[config.mk]
export PLATFORM = sky130hd
export DESIGN_NAME = serial_link_port
export DESIGN_NICKNAME = d
export VERILOG_FILES = /design/src/rtl/serial_link_port_pkg.sv /design/src/rtl/serial_clock_sync.sv /design/src/rtl/serial_link_port.sv
export SDC_FILE = /design/constraint.sdc
export NUM_CORES = 1
export LEC_CHECK = 0
export ABC_AREA = 1
export BUFFER_PORTS_ARGS = -buffer_cell sky130_fd_sc_hd__buf_2
export CAP_MARGIN = 10
export CORE_MARGIN = 2
export CORE_UTILIZATION = 55
export DETAILED_ROUTE_END_ITERATION = 8
export GPL_TIMING_DRIVEN = 0
export PLACE_DENSITY = 0.83
export REMOVE_ABC_BUFFERS = 1
export SETUP_SLACK_MARGIN = 0.5
export SKIP_CTS_REPAIR_TIMING = 1
export SLEW_MARGIN = 20
export SYNTH_ARGS = -nofsm -noshare
export SYNTH_HDL_FRONTEND = slang
export SYNTH_SLANG_ARGS = --single-unit
[constraint.sdc]
create_clock -name iClock -period 2 [get_ports iClock]
set_input_delay 0.2 -clock iClock [delete_from_list [all_inputs] [get_ports iClock]]
set_output_delay 0.2 -clock iClock [all_outputs]
set_load 0.03 [all_outputs]
[src/rtl/serial_link_port_pkg.sv]
// Shared definitions for the serial link port: the serial register addresses
// inside the FF00 I/O page, the transfer state encoding and the SC read-back format.
package serial_link_port_pkg;

  localparam logic [15:0] ADDR_SB = 16'hFF01;
  localparam logic [15:0] ADDR_SC = 16'hFF02;

  localparam logic [3:0] BITS_PER_BYTE = 4'd8;

  typedef enum logic [1:0] {
    IDLE     = 2'd0,
    CLK_LOW  = 2'd1,
    CLK_HIGH = 2'd2,
    DONE     = 2'd3
  } serialState_t;

  // Unused SC bits read back as ones.
  function automatic logic [7:0] scValue(input logic busy, input logic clockSelect);
    return {busy, 6'b111111, clockSelect};
  endfunction

endpackage

[src/rtl/serial_clock_sync.sv]
// Brings the asynchronous external serial clock into the iClock domain and
// reports single-cycle rising/falling edge strobes.
module serial_clock_sync (
  input  logic iClock,
  input  logic iReset,
  input  logic iSerialClock,
  output logic oRise,
  output logic oFall
);

  logic [1:0] syncStages;
  logic       lastLevel;

  // NOTE: sequential state uses non-blocking assignments so every flop samples
  // the pre-edge value of its neighbour; blocking here would collapse the chain.
  always_ff @(posedge iClock) begin
    if (iReset) begin
      // Line idles high, so preload high to avoid a false edge after reset.
      syncStages <= 2'b11;
      lastLevel  <= 1'b1;
    end else begin
      syncStages <= {syncStages[0], iSerialClock};
      lastLevel  <= syncStages[1];
    end
  end

  assign oRise = syncStages[1] & ~lastLevel;
  assign oFall = ~syncStages[1] & lastLevel;

endmodule

[src/rtl/serial_link_port.sv]
// Byte-wide serial link port: SB shift register and SC control register on the
// CPU bus, internal divided clock or synchronised external clock, one IRQ per byte.
module serial_link_port
  import serial_link_port_pkg::*;
#(
  parameter int CLOCK_DIVIDER = 512
) (
  input  logic        iClock,
  input  logic        iReset,
  input  logic [15:0] iMCUAddr,
  input  logic        iMCUWe,
  input  logic [7:0]  iMCUData,
  output logic [7:0]  oMCUData,
  input  logic        iSerialIn,
  output logic        oSerialOut,
  input  logic        iSerialClock,
  output logic        oSerialClock,
  output logic        oInterrupt
);

  localparam int HALF_PERIOD = CLOCK_DIVIDER / 2;
  localparam int DIV_W       = $clog2(HALF_PERIOD);
  localparam logic [DIV_W-1:0] DIV_LAST = DIV_W'(HALF_PERIOD - 1);

  serialState_t   state;
  logic [7:0]     sb;
  logic           busy;
  logic           clockSelect;
  logic           startPending;
  logic [3:0]     bitCount;
  logic [DIV_W-1:0] divider;

  logic extRise;
  logic extFall;
  logic sbWrite;
  logic scWrite;
  logic abortReq;
  logic halfDone;
  logic riseTick;
  logic fallTick;

  serial_clock_sync clockSync (
    .iClock      (iClock),
    .iReset      (iReset),
    .iSerialClock(iSerialClock),
    .oRise       (extRise),
    .oFall       (extFall)
  );

  assign sbWrite  = iMCUWe && (iMCUAddr == ADDR_SB);
  assign scWrite  = iMCUWe && (iMCUAddr == ADDR_SC);
  assign abortReq = scWrite && !iMCUData[7] && busy;

  // Internal mode: each half period of the divider is one serial clock phase.
  assign halfDone = (divider == DIV_LAST);
  assign riseTick = clockSelect ? halfDone : extRise;
  assign fallTick = clockSelect ? halfDone : extFall;

  // Reads come straight from the registers, so a read in the same cycle as a
  // shift sees the value from before that shift.
  // NOTE: every always_comb output gets a default first so no latch is inferred.
  always_comb begin
    oMCUData = 8'hFF;
    if (iMCUAddr == ADDR_SB) begin
      oMCUData = sb;
    end else if (iMCUAddr == ADDR_SC) begin
      oMCUData = scValue(busy, clockSelect);
    end
  end

  always_ff @(posedge iClock) begin
    if (iReset) begin
      state        <= IDLE;
      sb           <= 8'h00;
      busy         <= 1'b0;
      clockSelect  <= 1'b0;
      startPending <= 1'b0;
      bitCount     <= 4'd0;
      divider      <= '0;
      oSerialOut   <= 1'b1;
      oSerialClock <= 1'b1;
      oInterrupt   <= 1'b0;
    end else begin
      oInterrupt <= 1'b0;

      if (sbWrite && !busy) begin
        sb <= iMCUData;
      end

      if (abortReq) begin
        // Abort keeps the partially shifted SB and raises no interrupt.
        state        <= IDLE;
        busy         <= 1'b0;
        startPending <= 1'b0;
        clockSelect  <= iMCUData[0];
        divider      <= '0;
        oSerialClock <= 1'b1;
      end else begin
        if (scWrite && !busy) begin
          clockSelect <= iMCUData[0];
          if (iMCUData[7]) begin
            busy         <= 1'b1;
            startPending <= 1'b1;
          end
        end

        case (state)
          IDLE: begin
            if (startPending) begin
              state        <= CLK_LOW;
              startPending <= 1'b0;
              bitCount     <= 4'd0;
              divider      <= '0;
              oSerialOut   <= sb[7];
              oSerialClock <= ~clockSelect;
            end
          end

          CLK_LOW: begin
            if (riseTick) begin
              state        <= CLK_HIGH;
              sb           <= {sb[6:0], iSerialIn};
              divider      <= '0;
              oSerialClock <= 1'b1;
              if (bitCount != BITS_PER_BYTE) begin
                bitCount <= bitCount + 4'd1;
              end
            end else if (clockSelect) begin
              divider <= divider + DIV_W'(1);
            end
          end

          CLK_HIGH: begin
            // An external master leaves its clock high after the last bit, so
            // there is no falling edge to wait for in that mode.
            if ((bitCount == BITS_PER_BYTE) && !clockSelect) begin
              state      <= DONE;
              busy       <= 1'b0;
              oInterrupt <= 1'b1;
            end else if (fallTick) begin
              divider <= '0;
              if (bitCount < BITS_PER_BYTE) begin
                state        <= CLK_LOW;
                oSerialOut   <= sb[7];
                oSerialClock <= ~clockSelect;
              end else begin
                state      <= DONE;
                busy       <= 1'b0;
                oInterrupt <= 1'b1;
              end
            end else if (clockSelect) begin
              divider <= divider + DIV_W'(1);
            end
          end

          DONE: begin
            state <= IDLE;
          end

          default: begin
            state <= IDLE;
          end
        endcase
      end
    end
  end

endmodule

## Yosys cells after proc, flatten, opt, wreduce, memory -nomap -nowiden

Index checks and enable logic that the tools add are counted.

- Bits in registers: 31
- Latch bits: 0
- Memory bits (writable): 0
- Bits in read-only memories: 0
- Output and inout port bits: 11
- Word-level logic and storage cells: 109
- Memories kept: 0

- $add $sub $neg: 2
- $mul: 0
- Divide/modulo/power cells: 0
- Order comparisons: 1
- Equal/unequal tests: 15
- Shift-type cells: 0
- Muxes and demuxes: 50
- Bitwise logic cells: 7
- Reductions and logical operators: 22

Operator list:

| kind | count |
|---|---|
| 8-bit two-way mux | 11 |
| 16-bit equality test, second input constant | 2 |
| 1-bit two-way mux | 26 |
| 8-bit case mux with 3 select lines | 1 |
| 4-bit two-way mux | 3 |
| 2-bit inequality test, second input constant | 6 |
| 6-bit AND reduction | 2 |
| 2-bit two-way mux | 5 |
| 8-bit by 1-bit adder with 8-bit output, second input constant | 1 |
| 8-bit equality test, second input constant | 1 |
| 2-bit case mux with 4 select lines | 1 |
| 4-bit case mux with 2 select lines | 1 |
| 1-bit logical AND | 7 |
| 3-bit AND reduction | 2 |
| 2-bit nonzero test | 3 |
| 1-bit inverter | 5 |
| 5-bit AND reduction | 1 |
| 4-bit by 1-bit adder with 4-bit output, second input constant | 1 |
| 2-bit equality test, second input constant | 2 |
| 4-bit equality test, second input constant | 1 |
| 4-bit < comparator, second input constant | 1 |
| 4-bit inequality test, second input constant | 1 |
| 1-bit zero test | 3 |
| 3-bit inequality test, second input constant | 1 |
| 8 further kinds | 9 |

## Depth between registers and ports, before layout

- Depth after elaboration: 8
- Gate-level depth with buffers: 12
- Depth with buffers taken out: 12

## Modules after synthesis

Synthesis repeated with hierarchy kept, for this count alone.

- Cells, all modules: 324
- Area total of the unflattened synthesis: 2044.5 um^2

By module, submodules not included:

| module | instances | cells an instance | area an instance (um^2) | sequential area each (um^2) |
|---|---|---|---|---|
| serial_link_port | 1 | 311 | 1946.9 | 560.5 |
| serial_clock_sync | 1 | 13 | 97.6 | 60.1 |

## Least setup slack after synthesis

OpenSTA, ideal clock, no wires.

- Path kind: reg-to-reg
- Start point: reg state[1]
- End point: reg divider[2]
- Library setup time: 0.116 ns
- Arrival: 1.372 ns
- Required time: 1.884 ns
- Setup slack: 0.512 ns
- Cell stages (with the launch flop): 11
- Buffers on the path: 0
- Period minus slack after synthesis: 1.488 ns
- Path through: dfxtp_1 > inv_1 > ha_1 > inv_1 > nor2_1 > nor2_1 > nand2_1 > inv_2 > nand2_1 > xor2_1 > nor2_1

- Cells in the longest elaborated chain, start to end: 3
- Elaborated cells between the ends (all ways): 8
- Classes of those cells: eq/ne: 4; mux: 1; reduce/logical: 3

Ends and longest elaborated chain:

| element | line | RTL |
|---|---|---|
| from (decl) | serial_link_port.sv:25 | `serialState_t state;` |
| from (signal assigned) | serial_link_port.sv:73 | `state <= IDLE;` |
| from (signal assigned) | serial_link_port.sv:92 | `state <= IDLE;` |
| from (signal assigned) | serial_link_port.sv:110 | `state <= CLK_LOW;` |
| 2-bit equality test (tied with other cells) | serial_link_port.sv:107 | `case (state)` |
| 2-bit inequality test (no line) or 3-bit nonzero test (tied branches) | n/a |  |
| 3-bit AND reduction (no line) | n/a |  |
| to (signal assigned) | serial_link_port.sv:129 | `divider <= divider + DIV_W'(1);` |
| to (signal assigned) | serial_link_port.sv:152 | `divider <= divider + DIV_W'(1);` |
| to (decl) | serial_link_port.sv:31 | `logic [DIV_W-1:0] divider;` |

Several ways; a longest one is shown, not always the timed one.
A chain may end at the register's enable or synchronous reset.

## Final worst setup path

- Start point: reg divider[0]
- End point: reg sb[1]

- Cells in the longest elaborated chain, start to end: 5

Ends and longest elaborated chain:

| element | line | RTL |
|---|---|---|
| 8-bit equality test | serial_link_port.sv:55 | `assign halfDone = (divider == DIV_LAST);` |
| 1-bit two-way mux | serial_link_port.sv:56 | `assign riseTick = clockSelect ? halfDone : extRise;` |
| 8-bit two-way mux | serial_link_port.sv:120 | `if (riseTick) begin` |
| 8-bit two-way mux | serial_link_port.sv:107 |  |
| 8-bit two-way mux | serial_link_port.sv:90 | `if (abortReq) begin` |
| to (signal assigned) | serial_link_port.sv:87 | `sb <= iMCUData;` |
| to (signal assigned) | serial_link_port.sv:122 | `sb <= {sb[6:0], iSerialIn};` |
| to (decl) | serial_link_port.sv:26 | `logic [7:0] sb;` |

Every way passes these cells.

==> impl_summary.txt <==
----------------------------------------------------
[Outcome]
  Run status ... finished clean

[Synthesis]
  Per-instance average area after synthesis ... 6.40 sq um
  Instance count of the mapped netlist ... 326
  Warnings from Yosys ... 0
  Yosys top cell by area ... dfxtp_1
  Share of synthesized area occupied by flip-flops and latches ... 0.297
  Share of the synthesized area in the top cell type ... 0.297
  Synth Register Bits ... 31
  Netlist area before placement ... 0.00209 sq mm
  Number of distinct library cells after synthesis ... 30
  Top cells by area in the synthesized netlist ... dfxtp_1 (30%), nand2_1 (16%), inv_1 (9.9%)

[Pwr]
  Leakage power total ... 1.21 nW
  Worst vdd rail ir drop ... 0.000383 V
  Combinational share of power ... 0.272
  Clock network fraction of design power ... 0.317
  Int Power ... 1.07 mW
  Sequential fraction of design power ... 0.411
  Total net switching power ... 0.527 mW
  Fraction of power spent switching nets ... 0.330
  Power per standard cell area ... 580 mW/mm^2

[Global routing]
  Total global-route track usage ... 0.229
  Wire length of the first global-routing pass ... 7790 microns
  Maximum number of pins on one net before global-route repair ... 16
  Via count of the first global-routing pass ... 1868
  Initial antenna violation count ... 0
  Grt total ovfl ... 0

[Final layout]
  Post-layout utilization of the core ... 0.750
  Number of inserted filler cells in the final layout ... 289
  Number of nets at the end of the flow ... 417
  Commonest non-fill, non-tap cell in the layout ... nand2_1
  Area Overhead vs Synth ... 31.6%
  Total non-filler cell area in the finished layout ... 0.00275 sq mm
  Storage cell area ... 647 sq um
  Leading cell types in the layout, fill and taps excluded ... nand2_1 (74), inv_1 (47), buf_2 (39), nor2_1 (31), nand3_1 (24)
  Fraction of layout cells with a size suffix above 1 ... 0.367
  Total inserted antenna cells ... 0
  Multi-input gate area ... 0.00143 sq mm
  Non-filler instance count after layout ... 429

[Routing]
  M1 wire length ... 2300 microns
  Total number of vias ... 2254
  Routed wl met3 ... 266 microns
  Drt first pass iters ... 5
  Final routed wirelength across all metal layers ... 5590 microns
  Number of DRC markers after the initial detailed-route iteration ... 121
  Detail-routed via count per cell ... 5.25
  Remaining number of nets flagged by the antenna check after routing ... 0
  Total met2 wirelength after detailed routing ... 2860 microns
  Average wire per cell in the routed design ... 13.0 microns
  Highest metal layer with signal wires ... met4
  Post-route DRC ... 0

[Timing]
  Maximum clock frequency ... 660 MHz
  Unrepaired setup endpoints after global routing ... true
  Final setup slack of the worst path ... 0.486 ns
  Worst clock skew on the final layout ... 0.00868 ns
  Worst Tran Pin Value ... 0.443 ns
  Final worst-path cycle share ... 0.757
  Final slew viol count ... 0
  Final sum of negative setup slack ... 0 ns
  Number of endpoints with negative hold slack in the final report ... 0
  Worst slew margin relative to its limit ... 0.704
  Minimum period implied by the final worst setup slack ... 1.51 ns
  Number of failing setup endpoints in the final timing report ... 0

[Placed design]
  Cell total after placement ... 409
  DP Wirelength ... 3380 microns
  Area after DPL ... 0.00231 sq mm
  DP Worst Slack ... 0.254 ns
  Routability congestion estimate from global placement ... 0.834
  Count of buffers inserted at the top-level ports ... 39

[Worst setup path]
  Crit path DAT ... 1.70 ns
  Critical-path maximum fanout ... 6
  Setup CP Type ... reg -> reg
  Worst Setup Start Kind ... register
  Critical Path Sink Type ... register
  Required time worst endpoint ... 2.18 ns

[Clocking]
  Largest buffer count on any clock path ... 2
  TritonCTS clock tree ... done
  Clk Tree Root Cell ... clkbuf_8
  Insertion delay to the later sink of the worst-skew pair ... 0.28 ns
  Num CTS Buffers ... 5
  Sinks on the clock net ... 31
  Clock transition time at the flip-flop clock pins of the worst setup and hold paths ... 0.07 ns
  Deepest level of the CTS H-tree ... 2

[Floorplanning]
  Die Span Y ... 65.6 microns
  Total I/O pin count ... 40
  Die W ... 65.6 microns
  Effective utilization at floorplan ... 0.570
  Die area ... 0.00430 sq mm
  Row Count ... 22
  Total core area ... 0.00366 sq mm

[Min path]
  Hold/Removal Path Class ... in -> reg

[Flow run]
  Max Cap Viol ... 0

----------------------------------------------------
==> registers in the layout, summed over array words and instances (netlist names), 2 cells and up <==
signal and flops:
divider 8, sb 8, bitCount 4, clockSync.syncStages 2, state 2
==> routing by layer <==
metal	track usage	vias up
met3	0.0514	23
met4	0.0599	0
met5	0	-
met1	0.260	1016
met2	0.426	79
li1	-	1136
==> power groups by stage <==
stage / combinational [mW] / sequential [mW] / clock [mW]
3_5_place_dp: 0.320 / 0.667 / 0
5_1_grt: 0.480 / 0.658 / 0.545
6_report: 0.433 / 0.656 / 0.505
2_1_floorplan: 0.214 / 0.684 / 0
4_1_cts: 0.321 / 0.653 / 0.512
3_3_place_gp: 0.314 / 0.667 / 0
==> worst max-delay path: stages, from the launching register on <==
cell	delay, ns
dfxtp_4	0.37
ha_4	0.15
nand2_4	0.06
nor2_4	0.12
nand2_4	0.10
buf_4	0.16
a21oi_2	0.21
nand3_1	0.11
nand2_1	0.08
nor2_2	0.03
==> logic make-up after synthesis <==
group / after synthesis / synth area share
AND/OR/NAND/NOR: 198 / 0.455
buffers and inverters: 63 / 0.120
flip-flops: 31 / 0.297
AO/OA/AOI/OAI: 22 / 0.0647
adder cells (fa/ha/maj): 7 / 0.0420
XOR/XNOR: 5 / 0.0210
==> final cells by class <==
class,count,share of cell area
clock inverter,1,0.00182
multi-input combinational,233,0.519
inverter,59,0.0834
clock buffer,6,0.0301
timing repair buffer,51,0.108
sequential,31,0.236
tap,48,0.0219
==> stage by stage <==
| step | hold WS, ns | power, mW |
|---|---|---|
| final | 0.107 | 1.59 |
| after global placement | 0.384 | 0.980 |
| after floorplan | 0.269 | 0.898 |
| after CTS | 0.101 | 1.49 |
| after detailed placement | 0.394 | 0.987 |
| after global routing | 0.109 | 1.68 |
==> cell usage after synthesis, drive strengths merged <==
cell type / instances
buf: 4
clkinv: 1
o21bai: 1
nand3: 28
or2: 2
nand3b: 1
nand4: 18
o22ai: 2
xor2: 3
dfxtp: 31
inv: 58
o211ai: 1
o21ai: 3
nor2: 54
a31oi: 2
a31o: 1
a21oi: 12
nand2: 95
xnor2: 2
ha: 7
==> worst paths after layout <==
check | start | end | slack (ns) | depth (start not counted)
hold reg to reg | clockSync.syncStages[0] | clockSync.syncStages[1] | 0.41 | 1
setup reg to reg | divider[0] | sb[1] | 0.49 | 9
setup / recovery | divider[0] | sb[1] | 0.49 | 9
hold / removal | iSerialClock | clockSync.syncStages[0] | 0.11 | 2
Power figures use the tool's default switching activity.
